<file path="src/rtl/hilo_ctrl.sv">
// HI/LO register controller: sequences MULT/DIV through an external iterative
// engine, serves MFHI/MFLO/MTHI/MTLO, and flags engine timeouts.
module hilo_ctrl #(
    parameter logic [5:0] TIMEOUT = 6'd63
) (
    input  logic        clk,
    input  logic        rst,
    input  logic        op_valid,
    input  logic [2:0]  op,
    input  logic [31:0] rs_data,
    input  logic [31:0] rt_data,
    input  logic        flush,
    output logic        stall,
    output logic        rd_valid,
    output logic [31:0] rd_data,
    output logic        eng_start,
    output logic        eng_sel,
    output logic [31:0] eng_a,
    output logic [31:0] eng_b,
    input  logic        eng_done,
    input  logic [31:0] eng_hi,
    input  logic [31:0] eng_lo,
    output logic [31:0] hi,
    output logic [31:0] lo,
    output logic        err
);

    typedef enum logic [1:0] {
        IDLE  = 2'd0,
        ISSUE = 2'd1,
        WAIT  = 2'd2
    } state_t;

    typedef enum logic [2:0] {
        OP_NOP  = 3'd0,
        OP_MULT = 3'd1,
        OP_DIV  = 3'd2,
        OP_MFHI = 3'd3,
        OP_MFLO = 3'd4,
        OP_MTHI = 3'd5,
        OP_MTLO = 3'd6,
        OP_RSVD = 3'd7
    } op_t;

    state_t     state;
    op_t        op_dec;
    logic [5:0] wait_cnt;
    logic       eng_start_q;
    logic       accept;

    assign op_dec = op_t'(op);
    assign stall  = op_valid & (state != IDLE);
    assign accept = op_valid & ~stall & ~flush;

    // The start pulse is registered for the ISSUE cycle; a flush arriving in
    // that same cycle must still cancel it, hence the combinational gate.
    assign eng_start = eng_start_q & ~flush;

    always_ff @(posedge clk or posedge rst) begin
        if (rst) begin
            state       <= IDLE;
            wait_cnt    <= '0;
            eng_start_q <= 1'b0;
            eng_sel     <= 1'b0;
            eng_a       <= '0;
            eng_b       <= '0;
            rd_valid    <= 1'b0;
            rd_data     <= '0;
            hi          <= '0;
            lo          <= '0;
            err         <= 1'b0;
        end else begin
            eng_start_q <= 1'b0;
            rd_valid    <= 1'b0;
            case (state)
                IDLE: begin
                    if (accept) begin
                        case (op_dec)
                            OP_MULT: begin
                                eng_a       <= rs_data;
                                eng_b       <= rt_data;
                                eng_sel     <= 1'b0;
                                eng_start_q <= 1'b1;
                                state       <= ISSUE;
                            end
                            OP_DIV: begin
                                if (rt_data != '0) begin
                                    eng_a       <= rs_data;
                                    eng_b       <= rt_data;
                                    eng_sel     <= 1'b1;
                                    eng_start_q <= 1'b1;
                                    state       <= ISSUE;
                                end else begin
                                    hi <= rs_data;
                                    lo <= '1;
                                end
                            end
                            OP_MFHI: begin
                                rd_data  <= hi;
                                rd_valid <= 1'b1;
                            end
                            OP_MFLO: begin
                                rd_data  <= lo;
                                rd_valid <= 1'b1;
                            end
                            OP_MTHI: hi <= rs_data;
                            OP_MTLO: lo <= rs_data;
                            default: ;
                        endcase
                    end
                end
                ISSUE: begin
                    if (flush) begin
                        state <= IDLE;
                    end else begin
                        wait_cnt <= '0;
                        state    <= WAIT;
                    end
                end
                WAIT: begin
                    // Flush outranks a simultaneous done: the result is dropped.
                    if (flush) begin
                        state <= IDLE;
                    end else if (eng_done) begin
                        hi    <= eng_hi;
                        lo    <= eng_lo;
                        state <= IDLE;
                    end else if (wait_cnt == TIMEOUT - 6'd1) begin
                        err   <= 1'b1;
                        state <= IDLE;
                    end else begin
                        wait_cnt <= wait_cnt + 6'd1;
                    end
                end
                default: state <= IDLE;
            endcase
        end
    end

endmodule

</file>
<file path="config.mk">
export PLATFORM = sky130hd
export DESIGN_NAME = hilo_ctrl
export DESIGN_NICKNAME = d
export VERILOG_FILES = /design/src/rtl/hilo_ctrl.sv
export SDC_FILE = /design/constraint.sdc
export NUM_CORES = 1
export LEC_CHECK = 0
export ABC_CLOCK_PERIOD_IN_PS = 17100
export CORE_ASPECT_RATIO = 0.8
export CORE_MARGIN = 2
export CORE_UTILIZATION = 51
export CTS_CLUSTER_DIAMETER = 200
export DETAILED_ROUTE_END_ITERATION = 8
export PLACE_DENSITY_LB_ADDON = 0.15
export SYNTH_ARGS = -nofsm -noshare
export SYNTH_HDL_FRONTEND = slang
export SYNTH_SLANG_ARGS = --single-unit
</file>
<file path="constraint.sdc">
create_clock -name clk -period 17.1 [get_ports clk]
set_input_delay 5.13 -clock clk [delete_from_list [all_inputs] [get_ports clk]]
set_output_delay 5.13 -clock clk [all_outputs]
set_load 0.02 [all_outputs]
</file>
# Word-level counts from Yosys, hierarchy flattened
# Cells that the tools add are included.
[classes]
n_addsub = 1
eq_ne = 22
n_mux = 39
n_bitwise = 7
reduce_logical = 15
[op_table]
columns = ["operator", "count"]
rows = [
  ["$pmux 32 s2", 7],
  ["$mux 32", 10],
  ["$reduce_bool 32->1", 1],
  ["$mux 6", 4],
  ["$ne 2x2->1 const B", 7],
  ["$mux 2", 6],
  ["$pmux 6 s2", 1],
  ["$reduce_and 4->1", 3],
  ["$reduce_and 6->1", 2],
  ["$reduce_bool 2->1", 5],
  ["$eq 3x3->1 const B", 3],
  ["$ne 3x1->1 const B", 3],
  ["$mux 1", 7],
  ["$add 6x1->6 const B", 1],
  ["$eq 3x2->1 const B", 2],
  ["$eq 6x6->1 const B", 1],
  ["$ne 3x3->1 const B", 2],
  ["$pmux 2 s3", 1],
  ["$reduce_and 5->1", 1],
  ["$and 1x1->1", 4],
  ["$ne 4x4->1 const B", 1],
  ["$pmux 1 s2", 2],
  ["$pmux 2 s2", 1],
  ["$eq 3x1->1 const B", 1],
  ["other kinds (6)", 8],
]
[totals]
register_bits = 172
in_bits = 136
output_inout_bits = 165
wordCells = 95

# Longest topological paths before layout
# Gate-level depths: netlist of the first run.
[depth]
word_depth = 7
mapped_depth = 8
mapped_depth_nobuf = 7

# Worst setup path after synthesis of the first run
# No wires, ideal clock.
[synth_path]
path_type = "in2out"
startpoint = "input flush"
endpoint = "output eng_start"
arrival_time_ps = 5434
required_time_ps = 11970
path_slack_ps = 6536
path_stages = 1
cell_sequence = "nor2b_1"
[synth_via]
elab_chain_cells = 2
[synth_lines]
columns = ["element", "line", "source"]
rows = [
  ["start, declared", "12", "input logic flush,"],
  ["$not 1->1 (no source line)", "-", ""],
  ["$and 1x1->1", "57", "assign eng_start = eng_start_q & ~flush;"],
  ["end, declared", "16", "output logic eng_start,"],
]
# No other way between the ends.

# Worst setup path after layout of the first run
# Ends and elaborated chain as after synthesis.

==> key figures, run 1 <==
Placement
  – PortBufs: 300
  – Placed Area: 0.0124 sq mm
  – RD Place Congestion: 0.849
  – Post-DP HPWL: 19000 um

Layout
  – Most frequent cells in the layout: 299 x clkdlybuf4s50_1, 172 x dfrtp_1, 105 x nor2_1
  – Commonest non-fill, non-tap cell in the layout: clkdlybuf4s50_1
  – Synth-to-Final Area Change: 38.4%
  – Area taken by flip-flops and latches: 0.00430 sq mm
  – Ratio of cells with drive above 1 in the final layout: 0.0623
  – Diode count: 0
  – Final Cell Area: around 0.013 sq mm
  – Fillers: 1382
  – Multi-input logic area: 0.00459 sq mm
  – Nets: approximately 1400

Synth
  – Sequential area share after synthesis: 0.457
  – Cells after synthesis: 980
  – Yosys warning count: 0
  – Cell area after synthesis: 0.00942 sq mm
  – Avg Cell Area, Syn: 9.61 sq um
  – Synth area leader: dfrtp_1
  – Number of synthesized flops with an enable pin: 0
  – Area share of the largest cell type after synthesis: 0.457
  – Top post-synthesis cells by area: dfrtp_1 46%, mux2i_1 10%, a31oi_1 4.3%
  – Net Count, Synth: 1118
  – Asr flop ratio synth: 1.00
  – Yosys cell types: 47
  – Post-synthesis register bit count: 172
  – Top FF cell, synth: dfrtp_1

Clocking
  – Clock root buffer: clkbuf_16
  – Post-CTS Resized: 0
  – Hold_buf cts: 0
  – Sink Count: 172
  – Clock latency on the worst-skew pair: between 0.4 and 0.5 ns
  – TritonCTS Buffers: 17
  – Reg clk slew, reported paths: 0.07 ns
  – H-Tree Depth: 4
  – Setup Fix Bufs, Post-CTS: 0
  – Clock Tree Buf Depth: 2
  – CTS tree: built

Detailed routing
  – Via-to-Cell Ratio: 6.11
  – WL final: 29100 um
  – DR pass1 iterations: 5
  – Vias: 8951
  – Routed len/inst: 19.9 um
  – Post-detailed-route count of antenna-violating nets: 0
  – DR DRC count: 0
  – Drt initial violations: between 600 and 700

Floorplanning
  – Die Y: approximately 130 um
  – Initial Util: 0.520
  – I/O pin cnt: 301
  – Core ar.: 0.0181 sq mm
  – Row Count: 44
  – DIE AREA: between 0.015 and 0.02 sq mm
  – Die W: 156 um

Global route
  – Number of global-route vias before repair: between 8000 and 9000
  – GRT Util Overall: 0.293
  – Antenna violations before repair: 0
  – Largest net degree at the start of global routing: 98
  – Remaining global-route overflow: 0
  – First-pass GRT wire length: 45600 um

Critical path
  – Critical path fanouts, max: 7
  – CP Launch Type: input port
  – Worst path arrival time: 6.44 ns
  – CP required: 11.97 ns
  – Kind of critical path: in -> out
  – Critical Path Sink Type: output port

Timing
  – F_max: around 86 MHz
  – Final Hold Vio Count: 0
  – Worst-Margin Slew: 1.24 ns
  – Crit path time final: 11.57 ns
  – Final TNS setup: 0 ns
  – Rel. slew slack: 0.170
  – Max-slew violations: 0
  – Final period util: 0.677
  – Skew final: 0.0168 ns
  – RSZ-0062 raised after global routing: no
  – Final setup violation count: 0

Pwr
  – Peak VDD IR: approximately 0.080 mV
  – Power Density: between 100 and 150 mW/mm^2
  – Leakage Power: 4.97 nW
  – Pwr Total: 1.67 mW

Worst hold path
  – Min-delay worst type: reg -> reg

Flow run
  – Max-Cap Viols: 0

Outcome
  – Status: complete, no violations
==> final timing paths <==
check / end / depth (start not counted) / slack, ns / start
worst max-delay path: eng_start / 3 / 5.53 / flush
worst min-delay path: err / 1 / 0.47 / err
worst max register to register: eng_a[28] / 6 / 14.00 / state[0]
worst min register to register: err / 1 / 0.47 / err
max in group asynchronous: hi[6] / 4 / 10.12 / rst
min in group asynchronous: eng_b[2] / 2 / 5.15 / rst
==> critical path, stage by stage <==
cell and delay, ns:
clkdlybuf4s50_1 0.53, nor2b_1 0.17, clkdlybuf4s50_1 0.61
==> kinds of logic (layout without fill, tap and decap cells) <==
group                    count (synthesis)  in the layout  synth area share
AO/OA/AOI/OAI                          281            281             0.205
AND/OR/NAND/NOR                        267            267             0.135
flip-flops                             172            172             0.457
buffers and inverters                  129            384            0.0599
multiplexers                           125            125             0.137
XOR/XNOR                                 4              4           0.00372
adder cells (fa/ha/maj)                  2              2           0.00266
==> power breakdown <==
part / internal (mW) / total (mW) / switching (mW)
Clock: 0.232 / 0.404 / 0.172
Sequential: 0.509 / 0.585 / 0.0757
Combinational: 0.317 / 0.678 / 0.361
Total: 1.06 / 1.67 / 0.609
==> cell usage after synthesis, types with 2 or more instances <==
master	count
o22ai_1	33
mux2i_1	97
inv_1	37
buf_2	22
nor3_1	34
nor3b_1	2
o211ai_1	4
buf_6	7
nand2_1	26
and3_1	5
o21ai_2	2
nor4_1	8
or3_1	32
ha_1	2
nand4_1	4
mux2_2	19
o2bb2ai_1	32
a31oi_1	65
mux2_1	9
a41oi_1	32
o31a_1	32
nor2_1	106
o21ai_0	4
buf_1	3
clkbuf_1	58
o21a_1	2
nor2b_1	4
dfrtp_1	172
nand3_1	39
xnor2_1	4
a21oi_1	68
==> registers in the layout (all words and copies together) (netlist names), 2 cells and up <==
signal and cells:
rd_data 32, eng_a 32, hi 32, eng_b 32, lo 32, state 2, wait_cnt 6
==> metrics by stage <==
stage          hold slack [ns]  setup slack, ns   util  cells
2_1_floorplan            0.510             6.54      -    980
3_3_place_gp             0.440             5.58  0.687   1434
3_5_place_dp             0.449             5.54  0.687   1434
4_1_cts                  0.469             5.53  0.719   1465
5_1_grt                  0.479             5.49  0.719   1465
6_report                 0.467             5.53  0.719   1465
==> final cells by class <==
class | instances | share of cell area
clock inverters | 12 | 0.0124
flip-flops and latches | 172 | 0.330
multi-input cells | 679 | 0.352
repair buffers | 314 | 0.238
inverters | 39 | 0.0116
clock buffers | 19 | 0.0332
well taps | 230 | 0.0221
==> metal layers <==
layer	wire, um	global-route usage	part of all wire
met1	12600	0.397	0.43
met4	398	0.0783	0.014
met5	0	0	0
met3	2290	0.0804	0.079
met2	13800	0.468	0.47
Power figures use the tool's default switching activity.
==> run 2, diff against run 1 <==
- ABC_CLOCK_PERIOD_IN_PS: 17100 -> 9900
- CORE_UTILIZATION: 51 -> 43
- clock period: 17.1 -> 9.9 ns (I/O delays scaled with it)
==> run 2 against run 1 <==
Flip-flop and latch count is the same. Routed wire length grew 3.4%. Die area grew 18%. Sequential power grew 73%. Global-route usage shrank 3.8 points. Worst setup slack lost 2.9 ns. Critical path depth is the same. Register-to-register slack lost 7.5 ns. Non-clock buffer count is the same. Critical path type unchanged. Largest cell class unchanged. Largest power group unchanged.
==> key figures, run 2 (synthesized netlist as in run 1, its figures left out) <==
Timing
  – Final Hold Vio Count: 0 (unchanged)
  – Final TNS setup: 0 ns (unchanged)
  – F_max: 138 MHz
  – Worst-Margin Slew: 1.08 ns (-0.158 ns)
  – Skew final: 0.0127 ns (-0.00411 ns)
  – Max-slew violations: 0 (unchanged)
  – Rel. slew slack: 0.274 (+0.104)
  – RSZ-0062 raised after global routing: no
  – Final setup violation count: 0 (unchanged)
  – Crit path time final: about 7.2 ns
  – Final period util: 0.730

Pwr
  – Leakage Power: 4.96 nW (about the same)
  – Peak VDD IR: 0.114 mV (+43%)
  – Power Density: 218 mW/mm^2 (+70%)

Layout
  – Commonest non-fill, non-tap cell in the layout: clkdlybuf4s50_1
  – Nets: 1361 (unchanged)
  – Final cell count without fillers: 1512 (+3.2%)
  – Multi-input logic area: 0.00459 sq mm (unchanged)
  – Most frequent cells in the layout: 299 x clkdlybuf4s50_1, 172 x dfrtp_1, 105 x nor2_1
  – Fillers: 1827 (+32%)
  – Area taken by flip-flops and latches: 0.00430 sq mm (unchanged)
  – Ratio of cells with drive above 1 in the final layout: 0.0639 (+0.00157)
  – Synth-to-Final Area Change: 38.8%

Critical path
  – Reg2Reg Setup Slack: 6.54 ns (-7.46 ns)
  – Kind of critical path: in -> out
  – Crit-path slowest cell: clkdlybuf4s50_1
  – CP dominant cell by count: clkdlybuf4s50_1
  – CP peak stage delay: 0.61 ns (about the same)
  – Crit path to: eng_start
  – R2R cell count: 8 (+2)
  – Critical Path Sink Type: output port
  – Origin of the critical flop-to-flop path: state[1]
  – Reg2Reg Capture Point: lo[21]
  – CP Launch Type: input port
  – Worst path arrival time: 4.26 ns (-2.18 ns)
  – Critical-path cell list: clkdlybuf4s50_1, nor2b_1, clkdlybuf4s50_1
  – Critical path fanouts, max: 7 (unchanged)
  – CP required: 6.93 ns (-5.04 ns)
  – Crit path from: flush

Floorplanning
  – Initial Util: 0.437 (-0.0831)
  – Core ar.: 0.0216 sq mm (+19%)
  – Die W: 169 um (+8.7%)
  – I/O pin cnt: 301 (unchanged)
  – Row Count: 48 (+9.1%)
  – DIE AREA: 0.0231 sq mm (+18%)
  – Die Y: 136 um (+8.6%)

Detailed routing
  – Drt initial violations: 652 (+2.0%)
  – WL final: 30100 um (+3.4%)
  – Post-detailed-route count of antenna-violating nets: 0 (unchanged)
  – DR DRC count: 0 (unchanged)
  – DR pass1 iterations: 7 (+2)
  – Vias: 8865 (-0.96%)
  – Routed len/inst: 19.9 um (+0.15%)
  – Via-to-Cell Ratio: 5.86 (-4.0%)

Clocking
  – Clock Tree Buf Depth: 2 (unchanged)
  – CTS tree: built
  – Post-CTS Resized: 0 (unchanged)
  – Clock latency on the worst-skew pair: 0.43 ns (about the same)
  – Clock root buffer: clkbuf_16
  – Reg clk slew, reported paths: 0.08 ns (about the same)
  – H-Tree Depth: 4 (unchanged)
  – Setup Fix Bufs, Post-CTS: 0 (unchanged)
  – TritonCTS Buffers: 17 (unchanged)
  – Sink Count: 172 (unchanged)
  – Hold_buf cts: 0 (unchanged)

Global route
  – Remaining global-route overflow: 0 (unchanged)
  – Largest net degree at the start of global routing: 101 (+3.1%)
  – Antenna violations before repair: 2 (+2)
  – GRT Util Overall: 0.255 (-0.0378)
  – Number of global-route vias before repair: 8407 (-0.20%)
  – First-pass GRT wire length: 46400 um (+1.9%)

Worst hold path
  – WHS Path Cells: 1 (unchanged)
  – Min-delay worst type: reg -> reg

Placement
  – Placed cell count: 1479 (+3.1%)
  – RD Place Congestion: 0.796 (-6.2%)
  – PortBufs: 300 (unchanged)
  – Post-DP HPWL: 19700 um (+3.6%)

Flow run
  – Max-Cap Viols: 0 (unchanged)

Outcome
  – Status: complete, no violations
[run 2: changes by cell type in the layout (fill, tap and decap cells not counted), sizes merged]
cell | before | now
clkinv | 2 | 6
bufinv | 3 | 1
clkinvlp | 3 | 2
diode | 0 | 1
[run 2: stage by stage]
stage | hold WS, ns | util | total power [mW] | instance area (sq um) | worst slack (ns)
3_5_place_dp | 0.460 | 0.579 | 2.19 | 12500 | 2.68
3_3_place_gp | 0.449 | 0.579 | 2.16 | 12500 | 2.70
5_1_grt | 0.509 | 0.606 | 2.99 | 13100 | 2.61
2_1_floorplan | 0.510 | - | 1.63 | 9420 | 2.27
6_report | 0.477 | 0.606 | 2.85 | 13100 | 2.67
4_1_cts | 0.478 | 0.606 | 2.86 | 13100 | 2.68
[run 2: worst min-delay path by stage]
stage                           start          end  slack [ns]
after floorplan           wait_cnt[4]  wait_cnt[4]        0.51
after global placement            err          err        0.45
after detailed placement          err          err        0.46
after CTS                         err          err        0.48
after global routing              err          err        0.51
final                             err          err        0.48
[run 2: power by group]
group | total [mW] | switching (mW) | internal, mW
registers | 1.01 | 0.131 | 0.878
logic | 1.16 | 0.616 | 0.549
clock network | 0.671 | 0.310 | 0.361
total | 2.85 | 1.06 | 1.79
[run 2: layer usage]
layer | routed length [um] | track usage | share of wire
met1 | 13500 | 0.350 | 0.45
met2 | 14000 | 0.405 | 0.46
met3 | 2080 | 0.0603 | 0.069
met5 | 11 | 0 | 0.00037
met4 | 537 | 0.0760 | 0.018
[run 2: critical path, delay by kind of cell]
kind                   cells  cell delay [ns]
buffers and inverters      2             1.13
AND/OR/NAND/NOR            1             0.16
[run 2: final cells by class]
cell class	instances	area share
tap	275	0.0263
sequential	172	0.329
antenna	1	0.000191
inverter	39	0.0116
clock inverter	13	0.0102
multi-input combinational	679	0.351
clock buffer	19	0.0339
timing repair buffer	314	0.237
==> run 3, diff against run 2 <==
- ABC_CLOCK_PERIOD_IN_PS: 9900 -> 6600
- clock period: 9.9 -> 6.6 ns (I/O delays scaled with it)
==> run 3 against run 2 <==
Clock power rose by 47%. Final cell count down 0.13%. Utilization barely moved. Clock-buffer cell count decreased by 1. Critical endpoint unchanged. Largest cell class unchanged.
==> key figures, run 3 (synthesized netlist as in run 1, its figures left out) <==
Outcome
  – Status: complete, no violations

Detailed routing
  – Drt initial violations: 560 (-14%)
  – Via-to-Cell Ratio: 5.80 (-1.1%)
  – DR pass1 iterations: 5 (-2)
  – Routed len/inst: 19.7 um (-0.94%)
  – DR DRC count: 0 (unchanged)
  – Vias: 8759 (-1.2%)
  – WL final: 29800 um (-1.1%)
  – Post-detailed-route count of antenna-violating nets: 0 (unchanged)

Clocking
  – Hold_buf cts: 0 (unchanged)
  – TritonCTS Buffers: 17 (unchanged)
  – Clock root buffer: clkbuf_16
  – Setup Fix Bufs, Post-CTS: 0 (unchanged)
  – Post-CTS Resized: 0 (unchanged)
  – Reg clk slew, reported paths: 0.07 ns (about the same)
  – Clock Tree Buf Depth: 2 (unchanged)
  – Clock latency on the worst-skew pair: 0.43 ns (about the same)
  – H-Tree Depth: 4 (unchanged)
  – Sink Count: 172 (unchanged)
  – CTS tree: built

Layout
  – Most frequent cells in the layout: 299 x clkdlybuf4s50_1, 172 x dfrtp_1, 105 x nor2_1
  – Ratio of cells with drive above 1 in the final layout: 0.0632 (-0.000758)
  – Diode count: 0 (-1)
  – Nets: 1361 (unchanged)
  – Final Cell Area: 0.0131 sq mm (about the same)
  – Final cell count without fillers: 1510 (-0.13%)
  – Synth-to-Final Area Change: 38.8% (about the same)
  – Util after Layout: 0.606 (about the same)
  – Commonest non-fill, non-tap cell in the layout: clkdlybuf4s50_1

Critical path
  – Critical path fanouts, max: 7 (unchanged)
  – Reg2Reg Capture Point: eng_a[25]
  – Crit-path slowest cell: clkdlybuf4s50_1
  – Reg2Reg Setup Slack: 3.54 ns (-3.00 ns)
  – Critical-path cell list: clkdlybuf4s50_1, nor2b_1, clkdlybuf4s50_1
  – Origin of the critical flop-to-flop path: state[0]
  – CP required: 4.62 ns (-2.31 ns)
  – Worst path arrival time: 3.26 ns (-1.00 ns)
  – CP Launch Type: input port
  – CP peak stage delay: 0.61 ns (about the same)
  – Kind of critical path: in -> out
  – Critical Path Sink Type: output port
  – R2R cell count: 6 (-2)
  – CP dominant cell by count: clkdlybuf4s50_1

Timing
  – PnR worst setup slack: 1.36 ns (-1.32 ns)
  – Skew final: 0.0111 ns (-0.00161 ns)
  – Worst-Margin Slew: 0.961 ns (-0.122 ns)
  – Max-slew violations: 0 (unchanged)
  – Final TNS setup: 0 ns (unchanged)
  – Hold WS: 0.471 ns (-0.00602 ns)
  – Final Hold Vio Count: 0 (unchanged)
  – Final period util: 0.794
  – Crit path time final: 5.24 ns
  – Rel. slew slack: 0.359 (+0.0856)
  – Final setup violation count: 0 (unchanged)
  – RSZ-0062 raised after global routing: no
  – F_max: 191 MHz

Global route
  – GRT Util Overall: 0.258 (+0.00247)
  – Remaining global-route overflow: 0 (unchanged)
  – Number of global-route vias before repair: 8353 (-0.64%)
  – Largest net degree at the start of global routing: 173 (+71%)
  – Antenna violations before repair: 0 (-2)
  – First-pass GRT wire length: 46500 um (+0.25%)

Worst hold path
  – HP Start: err
  – Min-delay worst type: reg -> reg
  – Worst Hold End: err
  – WHS Path Cells: 1 (unchanged)

Pwr
  – Peak VDD IR: 0.213 mV (+86%)
  – Power Density: 325 mW/mm^2 (+49%)
  – Leakage Power: 4.95 nW (-0.24%)
  – Pwr Total: 4.24 mW (+49%)

Floorplanning
  – I/O pin cnt: 301 (unchanged)
  – DIE AREA: 0.0231 sq mm (unchanged)
  – Row Count: 48 (unchanged)
  – Die Y: 136 um (unchanged)
  – Die W: 169 um (unchanged)
  – Core ar.: 0.0216 sq mm (unchanged)
  – Initial Util: 0.437 (unchanged)

Flow run
  – Max-Cap Viols: 0 (unchanged)

Placement
  – Placed cell count: 1479 (unchanged)
  – PortBufs: 300 (unchanged)
  – Placed Area: 0.0125 sq mm (about the same)
  – Post-DP HPWL: 19700 um (-0.14%)
  – Pre-CTS WS: 1.36 ns (-1.32 ns)
  – RD Place Congestion: 0.854 (+7.3%)
## run 3: final cells by class
class	instances	area, sq um
clock inverters	13	134
flip-flops and latches	172	4300
well taps	275	344
fillers	1838	8490
multi-input cells	679	4590
repair buffers	314	3120
clock buffers	18	429
inverters	39	150
## run 3: worst max-delay path by stage
stage	from	to	slack [ns]	depth (start not counted)
after global routing	flush	eng_start	1.29	3
final	flush	eng_start	1.36	3
after CTS	flush	eng_start	1.36	3
after global placement	flush	eng_start	1.36	3
after floorplan	flush	eng_start	2.34	1
after detailed placement	flush	eng_start	1.36	3
## run 3: power by group
part	internal, mW	leakage, nW	switching [mW]	total, mW
clock network	0.527	0.266	0.457	0.985
logic	0.822	2.83	0.923	1.74
registers	1.32	1.86	0.195	1.51
total	2.67	4.95	1.58	4.24
## run 3: critical path, delay by kind of cell
| kind | cells | cell delay, ns |
|---|---|---|
| buffers and inverters | 2 | 1.13 |
| AND/OR/NAND/NOR | 1 | 0.15 |
## run 3: routing by layer
| metal | vias up | global-route usage | part of all wire | routed length (um) |
|---|---|---|---|---|
| met5 | - | 0 | 0 | 0 |
| met3 | 29 | 0.0629 | 0.074 | 2200 |
| met1 | 4227 | 0.361 | 0.45 | 13300 |
| li1 | 4162 | - | - | - |
| met4 | 0 | 0.0726 | 0.016 | 482 |
| met2 | 341 | 0.399 | 0.46 | 13700 |
